[src/rtl/pipe_ctrl_pkg.sv]
// pipe_ctrl_pkg: shared md_op encodings, mult/div FSM states and register constants
package pipe_ctrl_pkg;
  typedef enum logic [1:0] {MD_NONE = 2'b00, MD_MUL = 2'b01, MD_DIV = 2'b10} md_op_e;
  typedef enum logic [1:0] {ST_IDLE, ST_BUSY, ST_COMMIT} md_state_e;
  localparam logic [4:0] REG_ZERO = 5'd0;
endpackage

[src/rtl/md_sequencer.sv]
// md_sequencer: mult/div issue/latency/commit FSM; start_req,is_div in; md_start,md_is_div,hilo_we,busy out
module md_sequencer #(
  parameter int MUL_CYCLES = 4,
  parameter int DIV_CYCLES = 32
) (
  input  logic clk,
  input  logic rst_n,
  input  logic start_req,
  input  logic is_div,
  output logic md_start,
  output logic md_is_div,
  output logic hilo_we,
  output logic busy
);
  import pipe_ctrl_pkg::*;
  localparam logic [5:0] MUL_LD = 6'(MUL_CYCLES - 1);
  localparam logic [5:0] DIV_LD = 6'(DIV_CYCLES - 1);
  md_state_e state_q, state_d;
  logic [5:0] cnt_q, cnt_d, ld;
  logic is_div_q, is_div_d;
  // COMMIT is the last busy cycle, so BUSY lasts N-1 cycles and a 1-cycle op goes straight to COMMIT
  always_comb begin
    md_start = rst_n & start_req & (state_q == ST_IDLE);
    ld = is_div ? DIV_LD : MUL_LD;
    state_d = state_q;
    cnt_d = cnt_q;
    is_div_d = is_div_q;
    case (state_q)
      ST_IDLE: if (md_start) begin
        cnt_d = ld;
        is_div_d = is_div;
        state_d = (ld == 6'd0) ? ST_COMMIT : ST_BUSY;
      end
      ST_BUSY: begin
        cnt_d = cnt_q - 6'd1;
        state_d = (cnt_q == 6'd1) ? ST_COMMIT : ST_BUSY;
      end
      default: state_d = ST_IDLE;
    endcase
    md_is_div = (state_q == ST_IDLE) ? is_div : is_div_q;
    hilo_we = rst_n & (state_q == ST_COMMIT);
    busy = rst_n & (state_q != ST_IDLE);
  end
  always_ff @(posedge clk) begin
    if (!rst_n) begin
      state_q <= ST_IDLE;
      cnt_q <= 6'd0;
      is_div_q <= 1'b0;
    end else begin
      state_q <= state_d;
      cnt_q <= cnt_d;
      is_div_q <= is_div_d;
    end
  end
endmodule

[src/rtl/hazard_stall_controller.sv]
// hazard_stall_controller: ID-stage stall/bubble control for load-use, branch and mult/div hazards, plus stall counter
module hazard_stall_controller #(
  parameter int MUL_CYCLES = 4,
  parameter int DIV_CYCLES = 32,
  parameter int CNT_W = 32
) (
  input  logic             clk,
  input  logic             rst_n,
  input  logic [4:0]       ID_rs,
  input  logic [4:0]       ID_rt,
  input  logic             ID_uses_rs,
  input  logic             ID_uses_rt,
  input  logic             ID_branch,
  input  logic [1:0]       ID_md_op,
  input  logic             ID_reads_hilo,
  input  logic             ID_EX_MemRead,
  input  logic             ID_EX_RegWrite,
  input  logic [4:0]       ID_EX_rd,
  input  logic             EX_MEM_MemRead,
  input  logic [4:0]       EX_MEM_rd,
  output logic             PCWrite,
  output logic             IF_ID_Write,
  output logic             ID_EX_Flush,
  output logic             md_start,
  output logic             md_is_div,
  output logic             hilo_we,
  output logic             md_busy,
  output logic [CNT_W-1:0] stall_count
);
  import pipe_ctrl_pkg::*;
  logic ex_hit, mem_hit, lb_hazard, md_hazard, stall, md_req, md_div;
  logic [CNT_W-1:0] stall_count_q, stall_count_d;
  always_comb begin
    ex_hit = (ID_EX_rd != REG_ZERO) & ((ID_uses_rs & (ID_rs == ID_EX_rd)) | (ID_uses_rt & (ID_rt == ID_EX_rd)));
    mem_hit = (EX_MEM_rd != REG_ZERO) & ((ID_uses_rs & (ID_rs == EX_MEM_rd)) | (ID_uses_rt & (ID_rt == EX_MEM_rd)));
    lb_hazard = (ID_EX_MemRead & ex_hit) | (ID_branch & ID_EX_RegWrite & ex_hit) | (ID_branch & EX_MEM_MemRead & mem_hit);
    md_hazard = md_busy & ((ID_md_op != MD_NONE) | ID_reads_hilo);
    stall = lb_hazard | md_hazard;
    md_div = ID_md_op == MD_DIV;
    md_req = ((ID_md_op == MD_MUL) | md_div) & ~lb_hazard;
    PCWrite = ~stall;
    IF_ID_Write = ~stall;
    ID_EX_Flush = stall;
    stall_count_d = (stall & ~&stall_count_q) ? stall_count_q + CNT_W'(1) : stall_count_q;
    stall_count = stall_count_q;
  end
  always_ff @(posedge clk) begin
    if (!rst_n) stall_count_q <= '0;
    else stall_count_q <= stall_count_d;
  end
  md_sequencer #(.MUL_CYCLES(MUL_CYCLES), .DIV_CYCLES(DIV_CYCLES)) u_seq (
    .clk(clk),
    .rst_n(rst_n),
    .start_req(md_req),
    .is_div(md_div),
    .md_start(md_start),
    .md_is_div(md_is_div),
    .hilo_we(hilo_we),
    .busy(md_busy)
  );
endmodule
[config.mk]
export PLATFORM = sky130hd
export DESIGN_NAME = hazard_stall_controller
export DESIGN_NICKNAME = d
export VERILOG_FILES = /design/src/rtl/pipe_ctrl_pkg.sv /design/src/rtl/md_sequencer.sv /design/src/rtl/hazard_stall_controller.sv
export SDC_FILE = /design/constraint.sdc
export NUM_CORES = 1
export LEC_CHECK = 0
export ABC_AREA = 1
export CORE_ASPECT_RATIO = 0.8
export CORE_MARGIN = 2
export CORE_UTILIZATION = 51
export DETAILED_ROUTE_END_ITERATION = 7
export PLACE_DENSITY_LB_ADDON = 0.05
export RECOVER_POWER = 100
export SLEW_MARGIN = 10
export SYNTH_ARGS = -nofsm -noshare
export SYNTH_HDL_FRONTEND = slang
export SYNTH_SLANG_ARGS = --single-unit
[constraint.sdc]
create_clock -name clk -period 2.3 [get_ports clk]
set_input_delay 0.23 -clock clk [delete_from_list [all_inputs] [get_ports clk]]
set_output_delay 0.23 -clock clk [all_outputs]
set_load 0.02 [all_outputs]
## Word level (Yosys, flattened, before mapping)

Cells that the tools add are included.

- Add/subtract/negate cells: 2
- Equal/unequal tests: 10
- Mux-type cells: 8
- Bitwise gates (word level): 27
- Reduce and logical (&&, ||, !) cells: 11

Operators by type and width:

| operator | number |
|---|---|
| 32-bit by 1-bit adder with 32-bit output (second input constant) | 1 |
| 32-bit AND reduction | 1 |
| 5-bit equality test | 4 |
| 1-bit AND | 18 |
| 6-bit one-hot mux with 2 select lines | 1 |
| 5-bit nonzero test | 2 |
| 1-bit bitwise OR | 7 |
| 6-bit by 1-bit equality test with 1-bit output (second input constant) | 1 |
| 6-bit logical NOT | 1 |
| 2-bit two-way mux | 3 |
| 6-bit two-way mux | 1 |
| 2-bit nonzero test | 3 |
| 6-bit by 1-bit subtractor with 6-bit output (second input constant) | 1 |
| 5-bit two-way mux | 1 |
| 2-bit by 1-bit equality test with 1-bit output (second input constant) | 2 |
| 2-bit equality test (second input constant) | 2 |
| 2-bit one-hot mux with 2 select lines | 1 |
| 2-bit AND reduction | 2 |
| 2-bit logical NOT | 1 |
| 2-bit inequality test (second input constant) | 1 |
| 1-bit NOT | 2 |
| 1-bit logical NOT | 1 |
| 1-bit two-way mux | 1 |

- Flip-flop bits (word level): 41
- Bits of input ports: 31
- Logic and storage cells: 62

## Longest topological paths before layout

- Word-level depth: 13
- Mapped depth: 13

## By module

A second synthesis with hierarchy kept.

- Cell total of the unflattened synthesis: 524
- Area, all modules: 3025.4 um^2

Modules (own cells, without submodules):

| module | times used | cells each | area an instance (um^2) | seq. area each (um^2) |
|---|---|---|---|---|
| hazard_stall_controller | 1 | 448 | 2534.9 | 640.6 |
| md_sequencer | 1 | 76 | 490.5 | 180.2 |

## Worst setup path after synthesis

Ideal clock, no wire load.

- Kind: flip-flop to flip-flop
- From: register stall_count_q[0] (netlist: stall_count[0])
- To: register stall_count_q[21] (netlist: stall_count[21])
- Setup time: 0.142 ns
- Arrival: 1.847 ns
- Path slack: 0.311 ns
- Stages on the path, launching flop included: 10
- Path buffers: 1
- Period minus slack after synthesis: 1.989 ns
- Cell sequence: dfxtp_1 > ha_1 > nand2_1 > nor2_4 > nand3b_2 > nor2_4 > nand4_4 > clkbuf_1 > nand3_1 > a21oi_2

- Longest elaborated chain between the ends: 3

RTL lines:

| item | RTL line | RTL |
|---|---|---|
| start, declared | hazard_stall_controller.sv:32 | `logic [CNT_W-1:0] stall_count_q, stall_count_d;` |
| start signal, assigned | hazard_stall_controller.sv:49 | `else stall_count_q <= stall_count_d;` |
| parallel branches: the longest is 3 deep, another holds 32-bit by 1-bit adder with 32-bit output | n/a |  |

Several ways; the timed one is not identified.
A chain may end at the register's enable or synchronous reset.

## Worst setup path in the final report

- From: input port ID_md_op[0]
- To: output port md_is_div

- Longest elaborated chain between the ends: 2

RTL lines:

| item | RTL line | RTL |
|---|---|---|
| start, declared | hazard_stall_controller.sv:14 | `input logic [1:0] ID_md_op,` |
| 2-bit equality test | hazard_stall_controller.sv:39 | `md_div = ID_md_op == MD_DIV;` |
| net md_div | hazard_stall_controller.sv:31 | `logic ex_hit, mem_hit, lb_hazard, md_hazard, stall, md_req, md_div;` |
| 1-bit two-way mux | md_sequencer.sv:40 | `md_is_div = (state_q == ST_IDLE) ? is_div : is_div_q;` |
| end, declared | hazard_stall_controller.sv:25 | `output logic md_is_div,` |

The timed path passes the listed nets, and every way through them passes these cells.

==> qor.txt <==
Yosys reg bits: 41
Total CTS buffers: 5
Worst setup slack after layout: 0.2254 ns
# diodes: 0
Pre-antenna DRT Iters: 5
Initial Utilization: 52.80%
Number of buffers inserted by hold repair at cts: 0
VDD IR max: 0.0002523 V
RSZ-0062 raised after global routing: false
Post-synth top cells: nand2_1, nor2_1, inv_1, nand3_1, dfxtp_1
Layout cells sized above 1: 8.746%
Max Freq: 482.0 MHz
Max-cap violations: 0
Post-route ant nets: 0
Leakage: 1.757 nW
Minimum clock period: 2.075 ns
Crit Path Class: primary input to primary output
Synth Instances: 525
CP endpoint kind: primary output
DR WL/cell: 12.97 um
DR vias/cell: 5.185
Worst slew pin tran: 0.5993 ns
Area contributors post-synth: dfxtp_1, nand2_1, nor2_1
Initial antenna violation count: 0
Startpoint types: primary input
GPL Wtd Cong: 0.9287
Largest net degree at the start of global routing: 33
Most common cell in the synthesized netlist: nand2_1
# setup viols final: 0
Synth warnings: 0
Ys async rst share: 0%
Max FO, Critical Path: 2
Max Slew Vio Count: 0
Slew Limit Headroom: 59.74%
Floorplan row count: 25
Synth Cell Area: 3138 um2
Layout Area Growth over Synthesis: 28.51%
Distinct cells, synth: 33
Data arrival time of the worst path: 1.84 ns
Min-delay worst type: flip-flop to flip-flop
Syn nets: 561
Input/output buffers: 69
First-pass GRT wire length: 14850 um
Top FF cell, synth: dfxtp_1
Post-CTS Repair Setup Buffers: 0
EDFF count, synth: 0
Status: completed
Layout fillers: 561
Sum Neg Setup Slack: 0 ns
Die H: 74.16 um
Top cell type's share of synthesized area: 26.16%
Seq/Total Area, Yosys: 26.16%
Finished Layout Cells: 687
Final wirelength: 8907 um
CTS clock-pin slew for the worst setup and hold paths: 0.08 ns
Period utilization: 90.20%
Placed insts: 680
Clock Path Buffers: 2
Die area: 6800 um2
Dpl ws: -0.01502 ns
CTS Sinks: 41
Core area: 5943 um2
CTS root buffer: clkbuf_8
Vias in the first global route: 3149
Synth area leader: dfxtp_1
Global router's overall resource usage: 27.38%
I/O pin cnt: 70
DRC errors left: 0
PD cells: 399.6 nW/um2
DP Wirelength: 6843 um
Average size of a mapped cell: 5.977 um2
CTS tree: done
H-Tree Depth: 2
Gr ovfl total: 0
DR iter-0 viols: 269
Critical path data required time: 2.07 ns
Final nets: 642
Via count: 3562
Final Skew: 0.009639 ns
Clk_lat worst skew: 0.29 ns
Horiz. Die Dim: 91.70 um
Final Hold Vio Count: 0
## sequential cells by signal, indices dropped and copies added (netlist names)
signal and count:
stall_count 32, u_seq.cnt_q 6, u_seq.is_div_q 1, u_seq.state_q 2
## metal layers
metal	wire (um)	vias up	track usage (%)
met5	0	-	0
met4	50	0	5.638
met1	4398	1568	40.11
met2	3686	162	41.83
met3	771	4	5.876
li1	-	1828	-
## power breakdown
group          switching (mW)  internal [mW]
Sequential             0.0206          0.731
Clock                   0.258          0.238
Combinational           0.214          0.151
## final cells by class
type / count / area [um2] / area share, %
clock inverters: 1 / 7.507 / 0.1862
multi-input cells: 413 / 2001 / 49.61
inverters: 57 / 214.0 / 5.306
well taps: 81 / 101.3 / 2.513
flip-flops and latches: 41 / 820.8 / 20.35
repair buffers: 88 / 805.8 / 19.98
clock buffers: 6 / 82.58 / 2.048
## repair_timing
| item | 4_1_cts | 5_1_grt |
|---|---|---|
| resized for setup | 1 | 3 |
| cloned | 0 | 0 |
| endpoints found under the setup margin | 1 | 3 |
## placed cells by master (no fill, tap or decap), types with 2 or more instances in the layout
| cell type | instances |
|---|---|
| nand2_1 | 175 |
| nor2_1 | 76 |
| inv_1 | 53 |
| nand3_1 | 53 |
| dfxtp_1 | 41 |
| dlygate4sd3_1 | 35 |
| clkdlybuf4s50_1 | 30 |
| a21oi_1 | 23 |
| xor2_1 | 17 |
| buf_4 | 17 |
| nor3_1 | 11 |
| a21oi_2 | 10 |
| nand3b_1 | 8 |
| o21ai_0 | 6 |
| nand4_1 | 6 |
| nand2_2 | 6 |
| clkbuf_8 | 6 |
| ha_1 | 5 |
| clkbuf_1 | 5 |
| o22ai_1 | 3 |
| inv_2 | 3 |
| nor2_4 | 2 |
| nor2_2 | 2 |
| xnor2_1 | 2 |
## through the flow
stage | cell area (um2) | power [mW] | hold slack, ns | util [%]
detailed placement | 3990 | 1.145 | 0.4629 | 67.14
global placement | 3990 | 1.141 | 0.4561 | 67.14
CTS | 4079 | 1.634 | 0.4743 | 68.63
finish | 4033 | 1.612 | 0.4784 | 67.85
floorplan | 3138 | 0.9956 | 0.4454 | -
global route | 4033 | 1.699 | 0.4935 | 67.85
## worst max-delay path, cell delays in order
cell             delay (ns)
clkdlybuf4s50_1        0.45
inv_1                  0.05
ha_1                   0.20
mux2_2                 0.25
dlygate4sd3_1          0.65
## path summary, 6_finish.rpt
path	end	start	cells past startpoint	slack, ns
worst max-delay path	md_is_div	ID_md_op[0]	5	0.23
worst min-delay path	u_seq.is_div_q	u_seq.is_div_q	2	0.48
worst max register to register	stall_count[15]	stall_count[0]	10	0.28
worst min register to register	u_seq.is_div_q	u_seq.is_div_q	2	0.48
## kinds of logic (layout without fill, tap and decap cells)
group,after synthesis,count (layout),share of synthesized area (%)
DFF,41,41,26.16
and+or+nand+nor,345,345,48.56
muxes,1,1,0.3588
buffers and inverters,71,152,9.449
AOI/OAI and AO/OA,43,43,8.174
adders and majority gates,5,5,1.994
xor gates and xnor gates,19,19,5.303
No activity file was read; power rests on OpenSTA's default activity.
